### config.mk
export PLATFORM = sky130hd
export DESIGN_NAME = counter_sequencer
export DESIGN_NICKNAME = d
export VERILOG_FILES = /design/src/rtl/counter_sequencer.sv
export SDC_FILE = /design/constraint.sdc
export NUM_CORES = 1
export LEC_CHECK = 0
export CAP_MARGIN = 20
export CORE_MARGIN = 2
export CORE_UTILIZATION = 31
export CTS_CLUSTER_SIZE = 28
export DETAILED_ROUTE_END_ITERATION = 7
export SYNTH_ARGS = -nofsm -noshare
export SYNTH_HDL_FRONTEND = slang
export SYNTH_SLANG_ARGS = --single-unit
export TNS_END_PERCENT = 100
### constraint.sdc
create_clock -name clk -period 6.8 [get_ports clk]
set_clock_uncertainty 0.05 [all_clocks]
set_input_delay 1.36 -clock clk [delete_from_list [all_inputs] [get_ports clk]]
set_output_delay 1.36 -clock clk [all_outputs]
set_load 0.005 [all_outputs]
### src/rtl/counter_sequencer.sv
`default_nettype none
// +--------------------------------------------------------------------------+
// | counter_sequencer: prescaled one-shot/auto-reload counter, IDLE/RUN/PAUSE/DONE. Rev 1.0 |
// +--------------------------------------------------------------------------+
module counter_sequencer #(
  parameter int DIV = 1
) (
  input  logic       clk,
  input  logic       rst_n,
  input  logic       i_start,
  input  logic       i_stop,
  input  logic       i_pause,
  input  logic       i_mode,
  input  logic [3:0] i_term,
  output logic [3:0] o_count,
  output logic       o_busy,
  output logic       o_done,
  output logic       o_wrap
);

  localparam logic [1:0] c_IDLE    = 2'd0;
  localparam logic [1:0] c_RUN     = 2'd1;
  localparam logic [1:0] c_PAUSE   = 2'd2;
  localparam logic [1:0] c_DONE    = 2'd3;
  localparam logic [3:0] c_PRE_MAX = 4'(DIV - 1);

  logic [1:0] r_state;
  logic [1:0] w_state_nxt;
  logic [3:0] r_presc;
  logic [3:0] r_term_q;
  logic       r_mode_q;
  logic [3:0] w_count_nxt;
  logic [3:0] w_presc_nxt;
  logic [3:0] w_term_nxt;
  logic       w_mode_nxt;
  logic       w_done_nxt;
  logic       w_wrap_nxt;
  logic       w_busy_nxt;
  logic       w_run_edge;
  logic       w_tick;
  logic       w_at_term;
  logic       w_launch;

  assign w_run_edge = (r_state == c_RUN) && !i_pause && !i_stop;
  assign w_tick     = w_run_edge && (r_presc == c_PRE_MAX);
  assign w_at_term  = (o_count == r_term_q);
  assign w_launch   = ((r_state == c_IDLE) || (r_state == c_DONE)) && i_start && !i_stop;

  always_ff @(posedge clk or negedge rst_n) begin
    if (!rst_n) begin
      r_state <= c_IDLE;
    end else begin
      r_state <= w_state_nxt;
    end
  end

  always_comb begin
    w_state_nxt = r_state;
    case (r_state)
      c_IDLE: begin
        if (w_launch) w_state_nxt = c_RUN;
      end
      c_RUN: begin
        if (i_stop)                              w_state_nxt = c_IDLE;
        else if (i_pause)                        w_state_nxt = c_PAUSE;
        else if (w_tick && w_at_term && !r_mode_q) w_state_nxt = c_DONE;
      end
      c_PAUSE: begin
        if (i_stop)        w_state_nxt = c_IDLE;
        else if (!i_pause) w_state_nxt = c_RUN;
      end
      c_DONE: begin
        if (i_stop)        w_state_nxt = c_IDLE;
        else if (w_launch) w_state_nxt = c_RUN;
      end
      default: w_state_nxt = c_IDLE;
    endcase
  end

  // Stop outranks start, pause and tick; only an unpaused RUN edge moves the datapath.
  always_comb begin
    w_count_nxt = o_count;
    w_presc_nxt = r_presc;
    w_term_nxt  = r_term_q;
    w_mode_nxt  = r_mode_q;
    w_done_nxt  = 1'b0;
    w_wrap_nxt  = 1'b0;
    w_busy_nxt  = (w_state_nxt == c_RUN) || (w_state_nxt == c_PAUSE);
    if (i_stop) begin
      w_count_nxt = 4'd0;
      w_presc_nxt = 4'd0;
    end else if (w_launch) begin
      w_count_nxt = 4'd0;
      w_presc_nxt = 4'd0;
      w_term_nxt  = i_term;
      w_mode_nxt  = i_mode;
    end else if (w_run_edge) begin
      w_presc_nxt = w_tick ? 4'd0 : r_presc + 4'd1;
      if (w_tick) begin
        if (!w_at_term) begin
          w_count_nxt = o_count + 4'd1;
        end else if (r_mode_q) begin
          w_count_nxt = 4'd0;
          w_wrap_nxt  = 1'b1;
        end else begin
          w_done_nxt  = 1'b1;
        end
      end
    end
  end

  always_ff @(posedge clk or negedge rst_n) begin
    if (!rst_n) begin
      o_count  <= 4'd0;
      r_presc  <= 4'd0;
      r_term_q <= 4'd0;
      r_mode_q <= 1'b0;
      o_busy   <= 1'b0;
      o_done   <= 1'b0;
      o_wrap   <= 1'b0;
    end else begin
      o_count  <= w_count_nxt;
      r_presc  <= w_presc_nxt;
      r_term_q <= w_term_nxt;
      r_mode_q <= w_mode_nxt;
      o_busy   <= w_busy_nxt;
      o_done   <= w_done_nxt;
      o_wrap   <= w_wrap_nxt;
    end
  end

endmodule
`default_nettype wire

Word level (Yosys, flattened, before mapping)
Index checks and enable logic that the tools add are counted.
W data, S select, Z words.
- add/sub/neg operators: 2
- equal/unequal tests: 7
- multiplexer cells: 30
- bitwise logic cells: 1
- reduce and logical (&&, ||, !) cells: 18
- operators by type and width (kind ; count):
    $mux W4 ; 10
    $mux W2 ; 7
    $mux W1 ; 12
    $add A4 B1 Y4 const B ; 2
    $pmux W2 S4 ; 1
    $logic_and A1 B1 Y1 ; 7
    $eq A2 B2 Y1 const B ; 3
    $reduce_bool A3 Y1 ; 2
    $eq A2 B1 Y1 const B ; 2
    $eq A4 B4 Y1 ; 1
    $logic_not A4 Y1 ; 1
    $ne A4 B3 Y1 const B ; 1
    $logic_not A1 Y1 ; 3
    $reduce_and A3 Y1 ; 1
    $logic_not A2 Y1 ; 1
    $logic_or A1 B1 Y1 ; 2
    $reduce_and A2 Y1 ; 1
    $not A1 Y1 ; 1
- register bits after elaboration: 18
- input port bits: 10
- word-level logic and storage cells: 66
- output and inout port bits: 7

Depth between registers and ports, before layout
Gate-level depths: netlist of the first run.
- word-level depth: 12
- gate-level depth with buffers: 8
- gate-level depth less buffers: 7

Worst setup path after synthesis of the first run
No wires, ideal clock.
- kind: input -> register
- start: input i_stop
- end: register o_busy
- cell stages on the path: 5
- buffers on the path: 0
- setup time: 0.087 ns
- slack: 3.912 ns
- data required time: 6.663 ns
- data arrival time: 2.751 ns
- path through: or4b_4 -> nand2b_4 -> or3_4 -> and4b_1 -> a211oi_2
- cells in the longest elaborated chain, start to end: 11
- elaborated cells on any way between the ends: 16
- classes of those cells: eq/ne: 2; mux: 7; reduce/logical: 7
- ends and longest elaborated chain (what ; line ; source):
    start: declaration ; 11 ; input logic i_stop,
    $logic_not A1 Y1 ; 44, 47 ;
    $logic_and A1 B1 Y1 ; 44 ; assign w_run_edge = (r_state == c_RUN) && !i_pause && !i_stop;
    $logic_and A1 B1 Y1 ; 45 ; assign w_tick = w_run_edge && (r_presc == c_PRE_MAX);
    $logic_and A1 B1 Y1 (2 in a row) ; 66 ; else if (w_tick && w_at_term && !r_mode_q) w_state_nxt = c_DONE;
    $mux W2 ; 66 ;
    $mux W2 ; 65 ; else if (i_pause) w_state_nxt = c_PAUSE;
    $mux W2 ; 64 ; if (i_stop) w_state_nxt = c_IDLE;
    $pmux W2 S4 (*) ; 59 ; case (r_state)
    $eq A2 B1 Y1 / $eq A2 B2 Y1 (equally long branches) ; 88 ; w_busy_nxt = (w_state_nxt == c_RUN) || (w_state_nxt == c_PAUSE);
    $logic_or A1 B1 Y1 (*) ; 88 ;
    net w_busy_nxt ; 38 ; logic w_busy_nxt;
    end signal: assignment ; 126 ; o_busy <= w_busy_nxt;
    end: declaration ; 16 ; output logic o_busy,
Mark *: on every way through the listed nets, which the timed path passes. The rest lies on a longest branch.
A chain may end at the register's enable or synchronous reset.

Final worst setup path of the first run
Ends and elaborated chain as after synthesis.

==> reports/qor_table.md, run 1 <==
| Result | This run |
|---|---|
| Area used by sequential logic in the layout | 450 um2 |
| Worst endpoint data arrival time | 3430 ps |
| Antenna violations before repair | 0 |
| DP Cell Count | 167 |
| Post-synthesis register bit count | 18 |
| Part of the Yosys area used for sequential elements | 0.411 |
| Clock tree from TritonCTS | built |
| Post-cts gate resize count | 0 |
| Total iterations of the first detailed-routing run | 4 |
| Final nets | 143 |
| Antenna violation net count after detailed routing | 0 |
| DR iter-0 viols | 42 |
| IO buf count | 16 |
| Finished Cell Area | 1320 um2 |
| First-pass GRT wire length | 3.47 mm |
| Post-CTS Hold Buffers | 0 |
| Type of element launching the critical path | input pin |
| Critical path fanouts, max | 7 |
| Inserted Diodes | 0 |
| Post-layout power | 0.319 mW |
| Core region area | 3360 um2 |
| Synth-to-Final Area Change | 20.2% |
| Max-slew violation count | 0 |
| Non-Filler Instances | 171 |
| Count of endpoints failing setup in the final report | 0 |
| Most common cell in the netlist | sky130_fd_sc_hd__dfrtp_1 |
| Cell area after technology mapping | 1100 um2 |
| Grt ovf | 0 |
| Per-instance average area after synthesis | 10.3 um2 |
| Final total negative setup slack | 0 ps |
| IR Drop Worst-Case VDD | 0.104 mV |
| Initial standard-cell utilization of the core | 0.326 |
| Vias per inst | 4.85 |
| Status | completed |
| Number of cells produced by synthesis | 106 |
| Period utilization | 0.480 |
| Primary FF master, synth | sky130_fd_sc_hd__dfrtp_1 |
| Half-perimeter wire length after detailed placement | 1.65 mm |
| Final Worst Setup Slack | 3540 ps |
| CTS H-Tree Depth | 1 |
| DRC violation count after routing | 0 |
| Final hold violations | 0 |
| Post-detailed-route wirelength per cell | 12.6 um |
| Via count of the first global-routing pass | 753 |
| Site Rows | 21 |
| Clk sink count | 18 |
| Via Count | 830 |
| Post-place instance area | 1280 um2 |
| Pwr/cell area | 242 nW/um2 |
| Number of buffers on the longest clock path | 2 |
| Worst path required time | 6960 ps |
| Number of enable flip-flop cells after synthesis | 0 |
| Routed Wire Length | 2.15 mm |
| Post-CTS clock slew at the launch and capture registers of the worst setup and hold paths | 100 ps |
| Die footprint | 4030 um2 |
| Count of maximum capacitance violations | 0 |
| Count of different cell masters after synthesis | 37 |
| Pre-CTS worst setup slack | 3230 ps |
| Most numerous cell types in the synthesized netlist | sky130_fd_sc_hd__dfrtp_1 (18), sky130_fd_sc_hd__nor2_1 (10), sky130_fd_sc_hd__a21oi_1 (8), sky130_fd_sc_hd__nand2_1 (8), sky130_fd_sc_hd__ha_1 (7) |
| Min cycle time layout | 3260 ps |
| Net count after synthesis | 123 |
| Final design utilization | 0.392 |
| Setup repair after global routing missed its margin | false |
| CP Capture Type | register |
| Startpoint-to-endpoint class of the critical path | input pin to register |
| Least-Margin Pin Slew | 783 ps |
| Fraction of final layout cells sized beyond drive strength 1 | 0.136 |
| Clk_lat worst skew | 290 ps |
| Postcts setup bufs | 0 |
| I/O Pins | 17 |
| Largest net degree at the start of global routing | 19 |
| Static power due to leakage | 0.532 nW |
| Max-slew headroom at the worst pin | 0.476 |
| Final weighted congestion in routability-driven placement | 0.795 |
| Main area contributors after synthesis | sky130_fd_sc_hd__dfrtp_1 (41%), sky130_fd_sc_hd__ha_1 (8.0%), sky130_fd_sc_hd__mux2_2 (4.1%), sky130_fd_sc_hd__xnor2_1 (4.0%), sky130_fd_sc_hd__a21oi_1 (3.7%) |
| Number of buffers added by the clock tree synthesis step | 3 |
| Number of synthesis warnings | 0 |
| Post-synth ARST share | 1.00 |
| Share of Yosys cell area claimed by the top area cell type | 0.411 |
| Width of the chip | 63.5 um |
| Clock root buffer master | sky130_fd_sc_hd__clkbuf_4 |
| Dominant cell type by area after synthesis | sky130_fd_sc_hd__dfrtp_1 |
| GR Util All Layers | 0.112 |
| Total of fill cells in the finished design | 356 |
| Type of the most critical hold path | register to register |
| Die H | 63.5 um |
| Maximum clock rate | 306 MHz |
| Worst Hold Slack | 493 ps |
| Area of the multi-input gates | 594 um2 |
-- per-layer routing --
layer,up-vias,routed length (um),global-route usage,share of wire
met1,396,1050,0.155,0.49
met2,14,1010,0.163,0.47
met4,0,14,0.0326,0.0065
li1,418,-,-,-
met5,-,0,0,0
met3,2,75,0.0411,0.035
-- logic make-up (layout without fill, tap and decap cells) --
group | after synthesis | in the layout | share of synthesized area
adders and majority gates | 7 | 7 | 0.0799
AOI/OAI and AO/OA | 23 | 23 | 0.138
and+or+nand+nor | 40 | 40 | 0.218
DFF | 18 | 18 | 0.411
buffers and inverters | 6 | 25 | 0.0468
muxes | 5 | 5 | 0.0502
xor gates and xnor gates | 7 | 7 | 0.0559
-- cell type report --
| type | count | area share |
|---|---|---|
| multi-input cells | 82 | 0.451 |
| flip-flops and latches | 18 | 0.342 |
| repair buffers | 16 | 0.122 |
| well taps | 46 | 0.0437 |
| clock buffers | 4 | 0.0275 |
| inverters | 5 | 0.0142 |
-- final timing paths --
path	startpoint	end	slack (ps)	cells after the start
worst max-delay path	i_stop	o_busy	3540	6
worst min-delay path	r_term_q[1]	r_term_q[1]	490	1
worst max register to register	r_state[0]	o_busy	4260	7
worst min register to register	r_term_q[1]	r_term_q[1]	490	1
max in group asynchronous	rst_n	r_term_q[0]	4750	1
min in group asynchronous	rst_n	o_count[0]	1460	1
-- report_power, final --
| group | internal [mW] | leakage (nW) | switching (mW) |
|---|---|---|---|
| registers | 0.126 | 0.239 | 0.0171 |
| logic | 0.0554 | 0.272 | 0.0550 |
| clock network | 0.0326 | 0.0210 | 0.0330 |
| total | 0.214 | 0.532 | 0.105 |
-- state kept, by name, indices dropped and copies added, names as in the netlist --
signal and cells:
o_busy 1, o_done 1, o_wrap 1, r_mode_q 1, r_state 2, r_term_q 4, r_presc 4, o_count 4
-- placed cells by master, fill, tap and decap left out, types with 2 or more instances in the layout --
cell,count
sky130_fd_sc_hd__a211oi_1,2
sky130_fd_sc_hd__a21oi_1,8
sky130_fd_sc_hd__and2b_2,2
sky130_fd_sc_hd__clkbuf_4,3
sky130_fd_sc_hd__clkdlybuf4s50_1,16
sky130_fd_sc_hd__dfrtp_1,18
sky130_fd_sc_hd__ha_1,7
sky130_fd_sc_hd__inv_1,5
sky130_fd_sc_hd__mux2_2,4
sky130_fd_sc_hd__nand2_1,8
sky130_fd_sc_hd__nand2b_1,2
sky130_fd_sc_hd__nand3_1,2
sky130_fd_sc_hd__nand4_1,2
sky130_fd_sc_hd__nor2_1,10
sky130_fd_sc_hd__nor3_1,2
sky130_fd_sc_hd__nor3b_1,2
sky130_fd_sc_hd__o21ai_0,4
sky130_fd_sc_hd__o311ai_0,2
sky130_fd_sc_hd__xnor2_1,5
sky130_fd_sc_hd__xor2_1,2
-- critical path, stage by stage --
cell	delay, ps
sky130_fd_sc_hd__clkdlybuf4s50_1	530
sky130_fd_sc_hd__or4b_4	590
sky130_fd_sc_hd__nand2b_4	180
sky130_fd_sc_hd__or3_4	360
sky130_fd_sc_hd__and4b_1	220
sky130_fd_sc_hd__a211oi_2	180
No activity file was read; power rests on OpenSTA's default activity.
==> inputs of run 2 (changes only) <==
- clock period: 6.8 -> 2.75 ns (I/O delays scaled with it)
==> reports/qor_table.md, run 2 (synthesis gave the netlist of run 1 again) <==
| Result | This run | Delta |
|---|---|---|
| Worst endpoint data arrival time | 2460 ps | -970 ps |
| Capture point of the critical path | o_busy |  |
| Clock root buffer master | sky130_fd_sc_hd__clkbuf_4 |  |
| Half-perimeter wire length after detailed placement | 1.71 mm | +4.1% |
| Count of maximum capacitance violations | 0 | unchanged |
| Die footprint | 4030 um2 | unchanged |
| Pre-CTS worst setup slack | 128 ps | -3100 ps |
| Fraction of final layout cells sized beyond drive strength 1 | 0.143 | +0.00686 |
| Vias per inst | 4.98 | +2.5% |
| Maximum clock rate | 435 MHz |  |
| Cell count of the worst reg-to-reg path | 7 | unchanged |
| Commonest non-fill, non-tap cell in the layout | sky130_fd_sc_hd__dfrtp_1 |  |
| Via count of the first global-routing pass | 831 | +10% |
| Final total negative setup slack | 0 ps | unchanged |
| Inserted Diodes | 0 | unchanged |
| Critical path fanouts, max | 7 | unchanged |
| DR iter-0 viols | 24 | -43% |
| Clock tree from TritonCTS | built |  |
| Die H | 63.5 um | unchanged |
| Grt ovf | 0 | unchanged |
| Worst path required time | 2920 ps | -4040 ps |
| Worst Hold Slack | 492 ps | -0.835 ps |
| Final nets | 145 | +1.4% |
| Slack of the worst reg-to-reg path | 570 ps | -3690 ps |
| Width of the chip | 63.5 um | unchanged |
| GR Util All Layers | 0.124 | +0.0115 |
| Max-slew violation count | 0 | unchanged |
| Final hold violations | 0 | unchanged |
| Total iterations of the first detailed-routing run | 4 | unchanged |
| Post-detailed-route wirelength per cell | 13.1 um | +4.3% |
| Via Count | 856 | +3.1% |
| Final design utilization | 0.392 | about the same |
| Postcts setup bufs | 0 | unchanged |
| Site Rows | 21 | unchanged |
| R2r endpoint | o_busy |  |
| Regs by FF count | o_count x4, r_presc x4, r_term_q x4 |  |
| Least-Margin Pin Slew | 809 ps | +25.8 ps |
| IR Drop Worst-Case VDD | 0.216 mV | +110% |
| Setup repair after global routing missed its margin | false |  |
| Pwr/cell area | 581 nW/um2 | +140% |
| Number of buffers on the longest clock path | 2 | unchanged |
| Most frequent cells in the layout | sky130_fd_sc_hd__dfrtp_1 (18), sky130_fd_sc_hd__clkdlybuf4s50_1 (16), sky130_fd_sc_hd__nor2_1 (10) |  |
| Final weighted congestion in routability-driven placement | 0.768 | -3.4% |
| CTS H-Tree Depth | 1 | unchanged |
| DRC violation count after routing | 0 | unchanged |
| Status | completed |  |
| Clk_lat worst skew | 290 ps | about the same |
| Clk sink count | 18 | unchanged |
| Final Worst Setup Slack | 451 ps | -3080 ps |
| Post-CTS Hold Buffers | 0 | unchanged |
| Startpoint-to-endpoint class of the critical path | input pin to register |  |
| Type of the most critical hold path | register to register |  |
| Synth-to-Final Area Change | 20.3% | about the same |
| Largest net degree at the start of global routing | 19 | unchanged |
| Period utilization | 0.836 |  |
| Min cycle time layout | 2300 ps |  |
| Type of element launching the critical path | input pin |  |
| Post-cts gate resize count | 0 | unchanged |
| Antenna violation net count after detailed routing | 0 | unchanged |
| I/O Pins | 17 | unchanged |
| Post-CTS clock slew at the launch and capture registers of the worst setup and hold paths | 110 ps | about the same |
| First-pass GRT wire length | 3.90 mm | +12% |
| Core region area | 3360 um2 | unchanged |
| Routed Wire Length | 2.26 mm | +4.9% |
| Post-layout power | 0.766 mW | +140% |
| IO buf count | 16 | unchanged |
| Static power due to leakage | 0.535 nW | +0.53% |
| Number of buffers added by the clock tree synthesis step | 3 | unchanged |
| Antenna violations before repair | 0 | unchanged |
| Max-slew headroom at the worst pin | 0.459 | -0.0173 |
| Crit Reg-Reg Startpoint | r_presc[0] |  |
| Count of endpoints failing setup in the final report | 0 | unchanged |
| Initial standard-cell utilization of the core | 0.326 | unchanged |
| Crit path launch | i_stop |  |
| CP Capture Type | register |  |
## run 2: cell type report
cell class	instances	area [um2]
fill	371	2040
timing repair buffer	18	175
inverter	5	18.8
tap	46	57.6
multi-input combinational	82	594
clock buffer	3	22.5
sequential	18	450
## run 2: critical path, cell delays in order
cell and delay, ps:
sky130_fd_sc_hd__clkdlybuf4s50_1 420, sky130_fd_sc_hd__or4b_4 540, sky130_fd_sc_hd__nand2b_4 190, sky130_fd_sc_hd__or3_4 350
sky130_fd_sc_hd__and4b_1 210, sky130_fd_sc_hd__a211oi_2 200
## run 2: worst min-delay path by stage
stage,endpoint,startpoint,depth (start not counted)
finish,r_term_q[1],r_term_q[1],1
global route,r_term_q[1],r_term_q[1],1
CTS,r_term_q[1],r_term_q[1],1
detailed placement,r_term_q[1],r_term_q[1],1
global placement,r_term_q[1],r_term_q[1],1
floorplan,o_busy,rst_n,0
## run 2: routing by layer
layer,global-route usage,wire (um),up-vias
met3,0.0393,112,2
met5,0,0,-
met4,0.0462,17,0
li1,-,-,421
met1,0.172,1080,419
met2,0.179,1050,14
## run 2: per-stage QoR
step / instance area [um2] / instances
6_report: 1320 / 172
2_1_floorplan: 1100 / 106
5_1_grt: 1320 / 172
4_1_cts: 1320 / 172
3_5_place_dp: 1300 / 169
3_3_place_gp: 1300 / 169
## run 2: report_power, final
group          switching (mW)  internal [mW]  leakage (nW)
Combinational           0.139          0.140         0.282
Sequential             0.0430          0.311         0.239
Clock                  0.0827         0.0509        0.0138
Total                   0.264          0.502         0.535
==> inputs of run 3 (changes only) <==
- clock period: 2.75 -> 2.25 ns (I/O delays scaled with it)
==> reports/qor_table.md, run 3 (synthesis gave the netlist of run 1 again) <==
| Result | This run | Delta |
|---|---|---|
| Fraction of final layout cells sized beyond drive strength 1 | 0.207 | +0.0646 |
| Final hold violations | 0 | unchanged |
| Cell count of the worst reg-to-reg path | 7 | unchanged |
| Clock root buffer master | sky130_fd_sc_hd__clkbuf_4 |  |
| Initial standard-cell utilization of the core | 0.326 | unchanged |
| Maximum clock rate | 466 MHz |  |
| Min cycle time layout | 2150 ps |  |
| CP Capture Type | register |  |
| Post-CTS Hold Buffers | 0 | unchanged |
| Worst path required time | 2410 ps | -510 ps |
| Least-Margin Pin Slew | 466 ps | -343 ps |
| Clock tree from TritonCTS | built |  |
| Pwr/cell area | 694 nW/um2 | +19% |
| Count of endpoints failing setup in the final report | 0 | unchanged |
| DR iter-0 viols | 41 | +71% |
| Commonest non-fill, non-tap cell in the layout | sky130_fd_sc_hd__dfrtp_1 |  |
| Setup repair after global routing missed its margin | false |  |
| Vias per inst | 4.95 | -0.53% |
| Inserted Diodes | 0 | unchanged |
| First-pass GRT wire length | 3.95 mm | +1.2% |
| Slowest Stage Delay on Critical Path | 550 ps | about the same |
| Core region area | 3360 um2 | unchanged |
| Post-layout power | 0.966 mW | +26% |
| Via count of the first global-routing pass | 880 | +5.9% |
| IR Drop Worst-Case VDD | 0.232 mV | +7.3% |
| Cells along the critical path | clkdlybuf4s50_1 -> or4b_4 -> nand2b_4 -> or3_4 -> and4b_1 -> a211oi_2 |  |
| I/O Pins | 17 | unchanged |
| Type of the most critical hold path | input pin to async pin |  |
| Largest net degree at the start of global routing | 19 | unchanged |
| Synth-to-Final Area Change | 26.9% |  |
| Final nets | 154 | +6.2% |
| Regs by FF count | o_count x4, r_presc x4, r_term_q x4 |  |
| Routed Wire Length | 2.29 mm | +1.2% |
| R2r endpoint | o_busy |  |
| Status | completed |  |
| Max-slew violation count | 0 | unchanged |
| Most frequent cells in the layout | sky130_fd_sc_hd__dfrtp_1 (18), sky130_fd_sc_hd__clkdlybuf4s50_1 (16), sky130_fd_sc_hd__buf_4 (11) |  |
| Number of buffers added by the clock tree synthesis step | 3 | unchanged |
| Slowest stage cell, crit path | sky130_fd_sc_hd__or4b_4 |  |
| Width of the chip | 63.5 um | unchanged |
| Antenna violation net count after detailed routing | 0 | unchanged |
| Clk sink count | 18 | unchanged |
| DP Cell Count | 178 | +5.3% |
| Final weighted congestion in routability-driven placement | 0.846 | +10% |
| Post-detailed-route wirelength per cell | 12.6 um | -3.9% |
| Die footprint | 4030 um2 | unchanged |
| Total iterations of the first detailed-routing run | 4 | unchanged |
| GR Util All Layers | 0.125 | +0.00104 |
| Grt ovf | 0 | unchanged |
| Static power due to leakage | 0.579 nW | +8.2% |
| Number of buffers on the longest clock path | 2 | unchanged |
| Die H | 63.5 um | unchanged |
| Post-CTS clock slew at the launch and capture registers of the worst setup and hold paths | 90 ps | -20 ps |
| Non-Filler Instances | 181 | +5.2% |
| Type of element launching the critical path | input pin |  |
| Total of fill cells in the finished design | 363 | -2.2% |
| Startpoint-to-endpoint class of the critical path | input pin to register |  |
| DRC violation count after routing | 0 | unchanged |
| Area of the multi-input gates | 599 um2 | +0.84% |
| Max-slew headroom at the worst pin | 0.682 | +0.222 |
| CTS H-Tree Depth | 1 | unchanged |
| Antenna violations before repair | 0 | unchanged |
| Area used by sequential logic in the layout | 450 um2 | unchanged |
| Worst endpoint data arrival time | 2310 ps | -150 ps |
| Crit Reg-Reg Startpoint | r_presc[0] |  |
| Period utilization | 0.954 |  |
| Half-perimeter wire length after detailed placement | 1.77 mm | +3.5% |
| Count of maximum capacitance violations | 0 | unchanged |
| Clk_lat worst skew | 280 ps | about the same |
| Critical path fanouts, max | 3 | -4 |
| Site Rows | 21 | unchanged |
| Slack of the worst reg-to-reg path | 150 ps | -420 ps |
| IO buf count | 16 | unchanged |
| Via Count | 896 | +4.7% |
[run 3: changes by cell type in the layout (fill, tap and decap cells not counted)]
cell / delta
sky130_fd_sc_hd__a211oi_2: +1
sky130_fd_sc_hd__buf_4: +9
sky130_fd_sc_hd__a211oi_1: -1
[run 3: how the worst max path moves through the flow]
stage | start | endpoint | slack, ps | depth (start not counted)
after floorplan | r_state[0] | o_busy | 40 | 7
after global placement | i_stop | o_busy | -160 | 6
after detailed placement | i_stop | o_busy | -190 | 6
after CTS | r_state[1] | o_busy | 120 | 8
after global routing | r_state[1] | o_busy | 8 | 8
final | i_stop | o_busy | 100 | 6
[run 3: what timing repair did]
item,4_1_cts,5_1_grt
buffers inserted,0,0
resized for setup,0,1
endpoints found under the setup margin,0,1
[run 3: per-stage QoR]
| stage | cell area, um2 | util | setup slack [ps] | hold slack (ps) | setup TNS (ps) |
|---|---|---|---|---|---|
| after CTS | 1390 | 0.412 | 122 | 423 | 0 |
| final | 1390 | 0.414 | 104 | 431 | 0 |
| after floorplan | 1100 | - | 37.9 | 104 | 0 |
| after global placement | 1360 | 0.406 | -161 | 465 | -391 |
| after detailed placement | 1360 | 0.406 | -190 | 475 | -555 |
| after global routing | 1390 | 0.414 | 8.02 | 431 | 0 |
[run 3: layout make-up]
| class | instances | area share |
|---|---|---|
| tap | 46 | 0.0414 |
| multi-input combinational | 82 | 0.431 |
| timing repair buffer | 27 | 0.174 |
| inverter | 5 | 0.0135 |
| sequential | 18 | 0.324 |
| clock buffer | 3 | 0.0162 |
[run 3: routing by layer]
layer	global-route usage	vias to the layer above	routed length [um]
li1	-	443	-
met1	0.167	431	1040
met2	0.188	20	1070
met3	0.0339	2	163
met4	0.0543	0	10
met5	0	-	0
[run 3: where the power goes]
| part | internal, mW | switching, mW | total (mW) | leakage, nW |
|---|---|---|---|---|
| registers | 0.380 | 0.0454 | 0.426 | 0.239 |
| logic | 0.201 | 0.184 | 0.385 | 0.326 |
| clock network | 0.0622 | 0.0929 | 0.155 | 0.0138 |
[run 3: critical path: cells and delay by family]
kind	cells	cell delay (ps)
buffers and inverters	1	420
and+or+nand+nor	4	1250
AOI/OAI and AO/OA	1	180
